## src/rtl/mau_dbuf.sv

```systemverilog
// mau_dbuf: weight-stationary systolic MAC processing element with
// double-buffered weights (active and shadow banks) and zero-bubble swap.
// Image, weight and swap controls forward to the neighbour PE one cycle later.
// Optional build macro MAU_DBUF_SAT_EN: when defined, the accumulate clamps to
// the ACC_W range and raises sat_flag; when undefined, the sum wraps modulo
// 2^ACC_W and sat_flag is held at 0.
module mau_dbuf #(
  parameter int unsigned DATA_W = 8,
  parameter int unsigned ACC_W  = 32
) (
  input  logic              clk,
  input  logic              rst,
  input  logic              signed_mode,
  input  logic [DATA_W-1:0] in_image,
  input  logic              in_image_load,
  input  logic [DATA_W-1:0] in_weight,
  input  logic              in_weight_load,
  input  logic              in_weight_swap,
  input  logic [ACC_W-1:0]  acc_in,
  output logic [DATA_W-1:0] out_image,
  output logic              out_image_load,
  output logic [DATA_W-1:0] out_weight,
  output logic              out_weight_load,
  output logic              out_weight_swap,
  output logic [ACC_W-1:0]  acc_out,
  output logic              acc_out_valid,
  output logic              swap_err,
  output logic              sat_flag,
  output logic [1:0]        weight_state
);

  localparam int unsigned PROD_W = 2 * DATA_W;
`ifdef MAU_DBUF_SAT_EN
  // One guard bit above the accumulator detects overflow.
  localparam int unsigned SUM_W = ACC_W + 1;
`else
  localparam int unsigned SUM_W = ACC_W;
`endif

  typedef enum logic [1:0] {
    W_EMPTY  = 2'd0,
    W_SHADOW = 2'd1,
    W_ACTIVE = 2'd2,
    W_FULL   = 2'd3
  } wstate_e;

  // Weight storage and FSM state
  wstate_e            state_q;
  logic               bank_sel_q;
  logic [DATA_W-1:0]  bank0_q;
  logic [DATA_W-1:0]  bank1_q;

  // Registered outputs
  logic [DATA_W-1:0]  out_image_q;
  logic               out_image_load_q;
  logic [DATA_W-1:0]  out_weight_q;
  logic               out_weight_load_q;
  logic               out_weight_swap_q;
  logic [ACC_W-1:0]   acc_out_q;
  logic               acc_out_valid_q;
  logic               swap_err_q;
  logic               sat_flag_q;

  // Next-state values for the datapath registers
  logic [ACC_W-1:0]   acc_d;
  logic               acc_valid_d;
  logic               sat_d;
  logic [DATA_W-1:0]  out_weight_d;
  logic               out_weight_load_d;

  // Decode helpers
  logic [DATA_W-1:0]  active_w;
  logic [DATA_W-1:0]  shadow_w;
  logic               act_valid;
  logic               shd_valid;
  logic               swap_ok;
  logic               swap_bad;

  // Multiply-accumulate intermediates
  logic [PROD_W-1:0]  img_x;
  logic [PROD_W-1:0]  wgt_x;
  logic [PROD_W-1:0]  prod;
  logic [SUM_W-1:0]   prod_ext;
  logic [SUM_W-1:0]   acc_ext;
  logic [SUM_W-1:0]   sum;
  logic [ACC_W-1:0]   mac_res;
  logic               mac_sat;

  // Bank selection and legality of the requested swap
  always_comb begin
    active_w  = bank_sel_q ? bank1_q : bank0_q;
    shadow_w  = bank_sel_q ? bank0_q : bank1_q;
    act_valid = (state_q == W_ACTIVE) || (state_q == W_FULL);
    shd_valid = (state_q == W_SHADOW) || (state_q == W_FULL);
    // A same-cycle load fills the shadow first, so the swap is always legal then.
    swap_ok   = in_weight_swap && (in_weight_load || shd_valid);
    swap_bad  = in_weight_swap && !swap_ok;
  end

  // Product and sum with mode-dependent operand extension
  always_comb begin
    img_x = {{DATA_W{signed_mode & in_image[DATA_W-1]}}, in_image};
    wgt_x = {{DATA_W{signed_mode & active_w[DATA_W-1]}}, active_w};
    // Low PROD_W bits of the product are exact for both signed and unsigned operands.
    prod  = img_x * wgt_x;
    if (signed_mode) begin
      prod_ext = SUM_W'($signed(prod));
      acc_ext  = SUM_W'($signed(acc_in));
    end else begin
      prod_ext = SUM_W'(prod);
      acc_ext  = SUM_W'(acc_in);
    end
    sum = acc_ext + prod_ext;
  end

`ifdef MAU_DBUF_SAT_EN
  // Clamp the guarded sum into the accumulator range
  always_comb begin
    mac_sat = 1'b0;
    mac_res = sum[ACC_W-1:0];
    if (signed_mode) begin
      if (sum[ACC_W] != sum[ACC_W-1]) begin
        mac_sat = 1'b1;
        mac_res = sum[ACC_W] ? {1'b1, {(ACC_W-1){1'b0}}} : {1'b0, {(ACC_W-1){1'b1}}};
      end
    end else if (sum[ACC_W]) begin
      mac_sat = 1'b1;
      mac_res = {ACC_W{1'b1}};
    end
  end
`else
  // Wrap-around accumulate
  always_comb begin
    mac_sat = 1'b0;
    mac_res = sum;
  end
`endif

  // Next partial sum and forwarded shadow weight
  always_comb begin
    acc_d             = '0;
    acc_valid_d       = 1'b0;
    sat_d             = 1'b0;
    out_weight_d      = '0;
    out_weight_load_d = 1'b0;
    if (in_image_load) begin
      if (act_valid) begin
        acc_d       = mac_res;
        acc_valid_d = 1'b1;
        sat_d       = mac_sat;
      end else begin
        // No active weight: product counts as zero, partial sum passes through.
        acc_d = acc_in;
      end
    end
    if (in_weight_load && shd_valid) begin
      out_weight_d      = shadow_w;
      out_weight_load_d = 1'b1;
    end
  end

  // Weight FSM, banks and all output registers
  always_ff @(posedge clk) begin
    if (rst) begin
      state_q           <= W_EMPTY;
      bank_sel_q        <= 1'b0;
      bank0_q           <= '0;
      bank1_q           <= '0;
      out_image_q       <= '0;
      out_image_load_q  <= 1'b0;
      out_weight_q      <= '0;
      out_weight_load_q <= 1'b0;
      out_weight_swap_q <= 1'b0;
      acc_out_q         <= '0;
      acc_out_valid_q   <= 1'b0;
      swap_err_q        <= 1'b0;
      sat_flag_q        <= 1'b0;
    end else begin
      if (in_weight_load) begin
        if (bank_sel_q) begin
          bank0_q <= in_weight;
        end else begin
          bank1_q <= in_weight;
        end
      end

      if (swap_ok) begin
        bank_sel_q <= ~bank_sel_q;
        state_q    <= W_ACTIVE;
      end else if (in_weight_load) begin
        case (state_q)
          W_EMPTY:  state_q <= W_SHADOW;
          W_ACTIVE: state_q <= W_FULL;
          default:  state_q <= state_q;
        endcase
      end

      out_image_q       <= in_image_load ? in_image : '0;
      out_image_load_q  <= in_image_load;
      out_weight_q      <= out_weight_d;
      out_weight_load_q <= out_weight_load_d;
      out_weight_swap_q <= in_weight_swap;
      acc_out_q         <= acc_d;
      acc_out_valid_q   <= acc_valid_d;
      swap_err_q        <= swap_bad;
      sat_flag_q        <= sat_d;
    end
  end

  assign out_image       = out_image_q;
  assign out_image_load  = out_image_load_q;
  assign out_weight      = out_weight_q;
  assign out_weight_load = out_weight_load_q;
  assign out_weight_swap = out_weight_swap_q;
  assign acc_out         = acc_out_q;
  assign acc_out_valid   = acc_out_valid_q;
  assign swap_err        = swap_err_q;
  assign sat_flag        = sat_flag_q;
  assign weight_state    = state_q;

endmodule

```

## config.mk

```make
export PLATFORM = sky130hd
export DESIGN_NAME = mau_dbuf
export DESIGN_NICKNAME = d
export VERILOG_FILES = /design/src/rtl/mau_dbuf.sv
export SDC_FILE = /design/constraint.sdc
export NUM_CORES = 1
export LEC_CHECK = 0
export BUFFER_PORTS_ARGS = -buffer_cell sky130_fd_sc_hd__buf_2
export CAP_MARGIN = 20
export CORE_ASPECT_RATIO = 0.9
export CORE_MARGIN = 2
export CORE_UTILIZATION = 45
export DETAILED_ROUTE_END_ITERATION = 8
export PLACE_DENSITY = 0.76
export SYNTH_ARGS = -nofsm -noshare
export SYNTH_HDL_FRONTEND = slang
export SYNTH_SLANG_ARGS = --single-unit
```

## constraint.sdc

```tcl
create_clock -name clk -period 7.8 [get_ports clk]
set_input_delay 0.39 -clock clk [delete_from_list [all_inputs] [get_ports clk]]
set_output_delay 0.39 -clock clk [all_outputs]
set_load 0.005 [all_outputs]
```

==> flow_summary.json, run 1 <==
{
  "start_util_pct": 46.1,
  "syn2layout_area_growth_pct": 16.6,
  "die_w_um": 130,
  "clk_pin_slew_ns": 0.06,
  "ys_seq_elements": 72,
  "pre_cts_slack_ns": 0.192,
  "synth_ff_type": "dfxtp_1",
  "worstSetupStartpointType": "register",
  "drc": 0,
  "async_flop_share_pct": 0,
  "layout_common_cells": "buf_2 (108), inv_1 (87), dfxtp_1 (72)",
  "hp-class": "in2reg",
  "arrival_ns": 7.61,
  "hpwl_um": 11900,
  "grt_antenna_before_repair": 0,
  "ys_warn_count": 0,
  "ys_top_cells_by_area": "dfxtp_1 (22%), fa_1 (20%), ha_1 (9.5%)",
  "setup_ws_ns": 0.444,
  "grt_pass1_wl_um": 24500,
  "routedWlPerCell_um": 14.5,
  "synth.distinct_cells": 55,
  "cts_max_level": 3,
  "tightestPinTransition_ns": 1.00,
  "status": "completed",
  "hold_viol": 0,
  "syn_area_um2": 6480,
  "clkLatencyLatePin_ns": 0.33,
  "dieArea_um2": 15400,
  "finalMaxSlewViolations": 0,
  "finalSetupViolCount": 0,
  "cts_resized": 0,
  "leakagePower_nw": 3.70,
  "die_h_um": 118,
  "finalWirelength_um": 14900,
  "final_common_cell": "buf_2",
  "gp_congestion": 0.862,
  "antenna_left": 0,
  "holdCritStartpoint": "in_weight_swap",
  "grt_pass1_vias": 5105,
  "powerDensity_nw_per_um2": 167,
  "final.setup_skew_ns": 0.00726,
  "peakVddDrop_mv": 0.0858,
  "post_cts_buffers": 0,
  "antenna-diode-count": 0,
  "syn-instance-count": 733,
  "timing.rr.start": "bank_sel_q",
  "max_cap_viol_count": 0,
  "initialDrtViolationCount": 411,
  "cts_hold_buf": 0,
  "cp.required_ns": 8.06,
  "finalCriticalPeriod_ns": 7.36,
  "synth-edff-count": 0,
  "dr.pass1.iters": 5,
  "grt_use_total_pct": 19.8,
  "post-route-period-util_pct": 94.3,
  "tns_ns": 0,
  "fin_nets": 1002,
  "grt_overflow": 0,
  "crit_fanout": 16,
  "viasPerCell": 5.21,
  "fmax_mhz": 136,
  "syn_area_per_cell_um2": 8.84,
  "seq_area_frac_synth_pct": 22.2,
  "cts.sinks": 72,
  "crit_top_cell": "fa_1",
  "synth_top_area_cell": "dfxtp_1",
  "portBuffers": 108,
  "netlist.area_leader.share_pct": 22.2,
  "vias": 5378,
  "clock_path_buffers": 2,
  "slowest_delay_ns": 0.57,
  "cts_root_buf": "clkbuf_16",
  "drive_gt1_share_pct": 18.0,
  "crit_type": "reg2reg",
  "core_um2": 14100,
  "grt_max_degree": 33,
  "cts_tree": "built",
  "synth.net_count": 900,
  "rows": 41,
  "setup.worst_path.end_class": "register",
  "grt_setup_unrepaired": "false",
  "ios": 110,
  "critPathLaunch": "bank_sel_q",
  "cts_buffers": 9,
  "slew_headroom_pct": 33.2,
  "cp_slowest_cell": "fa_1"
}
==> flip-flops by register name (all words and copies together) (netlist names), 2 cells and up <==
| signal | flops |
|---|---|
| bank1_q | 8 |
| weight_state | 2 |
| acc_out | 32 |
| out_image | 8 |
| out_weight | 8 |
| bank0_q | 8 |
==> kinds of logic (layout without fill, tap and decap cells) <==
logic type                 after synthesis  after routing  share of synthesized area, %
buffers and inverters                  113            220                          6.72
other                                    1              1                        0.0579
DFF                                     72             72                          22.2
muxes                                   47             47                          7.61
xor gates and xnor gates                34             34                          4.71
adders and majority gates              113            113                          29.2
AOI/OAI and AO/OA                       99             99                          9.92
and+or+nand+nor                        254            254                          19.5
==> cell type report <==
cell class | count | area, um2
fillers | 1311 | 6500
multi-input cells | 548 | 4630
flip-flops and latches | 72 | 1440
repair buffers | 117 | 616
inverters | 87 | 327
clock buffers | 14 | 264
well taps | 193 | 241
clock inverters | 2 | 37.5
==> power breakdown <==
part           leakage, nW  internal (W)  total, W  switching (W)
sequential           0.590      0.000386  0.000394     0.00000770
clock                0.143      0.000266  0.000421       0.000155
combinational         2.97      0.000192  0.000445       0.000253
total                 3.70      0.000843   0.00126       0.000416
==> metrics by stage <==
step,hold WS (ns),std cells,total power (W),cell area (um2),util (%)
3_3_place_gp,0.460,1017,0.000831,7220,51.4
5_1_grt,0.243,1033,0.00134,7560,53.8
4_1_cts,0.233,1033,0.00126,7520,53.5
3_5_place_dp,0.465,1017,0.000837,7220,51.4
6_report,0.247,1033,0.00126,7560,53.8
2_1_floorplan,0.446,733,0.000727,6480,-
==> synthesized netlist by cell type (2+ instances only) <==
master     n
nor4_1     5
a31o_2     2
a211oi_1   4
dfxtp_1   72
nor2b_1   26
buf_1      9
mux2_2     4
and3_1     5
fa_1      64
a21oi_1   38
o21ai_0   14
ha_1      49
mux2i_1   41
xor2_1     6
nand2b_1  13
nand3b_1   2
o32a_1     3
nand4_1    3
and2_1    20
o31ai_1    3
nand3_1   16
and2b_1    3
o21ai_1    3
inv_1     87
a21o_1     8
nand2_1   57
nor3_1    19
nor2_1    65
xnor2_1   27
or2_2      2
nor3b_1    2
o21bai_1   7
or3_1     12
clkbuf_1  15
o21a_1     7
==> final timing paths <==
path / end / slack, ns / cells past startpoint
max: acc_out[29] / 0.44 / 30
min: weight_state[0] / 0.25 / 2
max reg2reg: acc_out[29] / 0.44 / 30
min reg2reg: bank0_q[2] / 0.48 / 2
==> layer usage <==
layer / GRT usage [%] / vias to the layer above / wire, um
li1: - / 2616 / -
met1: 26.6 / 2544 / 6550
met3: 3.18 / 23 / 920
met5: 0 / - / 0
met2: 33.1 / 195 / 7220
met4: 5.32 / 0 / 253
==> worst max-delay path: cells and delay by family, from the launching register on <==
| family | cells | cell delay [ns] |
|---|---|---|
| adders and majority gates | 7 | 3.25 |
| muxes | 2 | 0.43 |
| DFF | 1 | 0.42 |
| xor gates and xnor gates | 1 | 0.16 |
| and+or+nand+nor | 5 | 1.13 |
| AOI/OAI and AO/OA | 10 | 1.44 |
| buffers and inverters | 5 | 0.44 |
Power figures use the tool's default switching activity.
==> inputs of run 2 (changes only) <==
--- a/config.mk
+++ b/config.mk
@@ -5,7 +5,7 @@
 export SDC_FILE = /design/constraint.sdc
 export NUM_CORES = 1
 export LEC_CHECK = 0
-export BUFFER_PORTS_ARGS = -buffer_cell sky130_fd_sc_hd__buf_2
+export BUFFER_PORTS_ARGS = -buffer_cell sky130_fd_sc_hd__clkbuf_2
 export CAP_MARGIN = 20
 export CORE_ASPECT_RATIO = 0.9
 export CORE_MARGIN = 2
==> run 2 against run 1 <==
Sequential cell count stayed put. Utilization about the same. Final cell count is essentially flat. Sequential power about the same. Total power increased by 1.2%. Worst setup slack got worse by 0.030 ns. Critical path depth did not move.
==> flow_summary.json, run 2 (same netlist as run 1, synthesis figures left out) <==
{
  "finalMaxSlewViolations": 0,
  "antenna-diode-count": 0,
  "cts_max_level": 3,
  "hpwl_um": 11900,
  "start_util_pct": 46.1,
  "crit_top_cell": "fa_1",
  "ios": 110,
  "routedWlPerCell_um": 14.6,
  "total_power_w": 0.00127,
  "multi_input_area_um2": 4620,
  "largest_reg_flops": 32,
  "cts_root_buf": "clkbuf_16",
  "rows": 41,
  "vias": 5423,
  "die_h_um": 118,
  "slew_headroom_pct": 33.1,
  "post-route-util_pct": 53.8,
  "post_cts_buffers": 0,
  "finalWirelength_um": 15100,
  "gp_congestion": 0.846,
  "clk_pin_slew_ns": 0.05,
  "setup.worst_path.end_class": "register",
  "slowest_delay_ns": 0.55,
  "dp_cells": 1018,
  "clock_path_buffers": 2,
  "antenna_left": 0,
  "cp.required_ns": 8.05,
  "status": "completed",
  "fin_cells": 1032,
  "powerDensity_nw_per_um2": 169,
  "drive_gt1_share_pct": 18.0,
  "cp_slowest_cell": "fa_1",
  "cts.sinks": 72,
  "final.setup_skew_ns": 0.00499,
  "fmax_mhz": 135,
  "hp-class": "in2reg",
  "fin_nets": 1003,
  "max_cap_viol_count": 0,
  "final_common_cell": "clkbuf_2",
  "arrival_ns": 7.64,
  "crit_type": "reg2reg",
  "initialDrtViolationCount": 380,
  "finalSetupViolCount": 0,
  "die_w_um": 130,
  "tightestPinTransition_ns": 1.00,
  "peakVddDrop_mv": 0.0803,
  "viasPerCell": 5.25,
  "tns_ns": 0,
  "portBuffers": 108,
  "core_um2": 14100,
  "setup_ws_ns": 0.415,
  "dieArea_um2": 15400,
  "finalCriticalPeriod_ns": 7.39,
  "cts_tree": "built",
  "grt_antenna_before_repair": 0,
  "post-route-period-util_pct": 94.7,
  "grt_overflow": 0,
  "hold_viol": 0,
  "crit_fanout": 9,
  "drc": 0,
  "layout_common_cells": "clkbuf_2 (108), inv_1 (87), dfxtp_1 (72)",
  "grt_max_degree": 33,
  "grt_use_total_pct": 19.6,
  "worstSetupStartpointType": "register",
  "pre_cts_slack_ns": 0.151,
  "grt_pass1_wl_um": 24200,
  "grt_pass1_vias": 4984,
  "clkLatencyLatePin_ns": 0.33,
  "dr.pass1.iters": 6,
  "ff_latch_area_um2": 1440,
  "n_fill_cell": 1324,
  "cts_buffers": 9,
  "leakagePower_nw": 3.69,
  "syn2layout_area_growth_pct": 16.7
}
## run 2: through the flow
stage	area [um2]	hold WS (ns)
5_1_grt	7560	0.261
3_3_place_gp	7230	0.458
4_1_cts	7540	0.234
6_report	7560	0.244
2_1_floorplan	6480	0.446
3_5_place_dp	7230	0.466
## run 2: layout make-up
cell class / count / share of cell area, %
multi-input combinational: 548 / 61.1
tap: 193 / 3.19
clock buffer: 10 / 3.16
timing repair buffer: 118 / 8.24
sequential: 72 / 19.1
inverter: 87 / 4.32
clock inverter: 4 / 0.927
## run 2: path summary, 6_finish.rpt
kind	from	end	slack, ns	cells after the start
worst min register to register	bank0_q[2]	bank0_q[2]	0.47	2
worst min-delay path	in_weight_swap	weight_state[0]	0.24	2
worst max-delay path	bank_sel_q	acc_out[29]	0.41	30
worst max register to register	bank_sel_q	acc_out[29]	0.41	30
## run 2: routing by layer
layer | routed length (um) | share of wire (%) | track usage [%] | up-vias
li1 | - | - | - | 2622
met3 | 902 | 6.0 | 2.77 | 15
met2 | 7290 | 48 | 31.7 | 181
met4 | 164 | 1.1 | 4.06 | 0
met1 | 6760 | 45 | 28.0 | 2605
met5 | 0 | 0 | 0 | -
## run 2: what timing repair did
| action | CTS | global route |
|---|---|---|
| setup endpoints to repair | 0 | 9 |
| endpoints found under the hold margin | 0 | 0 |
| hold buffers | 0 | 0 |
| gates resized for setup | 0 | 8 |
## run 2: critical path: cells and delay by family, from the launching register on
| family | cells | cell delay, ns |
|---|---|---|
| flip-flops | 1 | 0.43 |
| adder cells (fa/ha/maj) | 7 | 3.21 |
| buffers and inverters | 5 | 0.41 |
| AND/OR/NAND/NOR | 5 | 1.09 |
| XOR/XNOR | 1 | 0.18 |
| multiplexers | 2 | 0.53 |
| AO/OA/AOI/OAI | 10 | 1.46 |
## run 2: report_power, final
| part | internal [W] | switching [W] |
|---|---|---|
| clock network | 0.000284 | 0.000150 |
| logic | 0.000191 | 0.000255 |
| registers | 0.000386 | 0.00000862 |
| total | 0.000861 | 0.000413 |
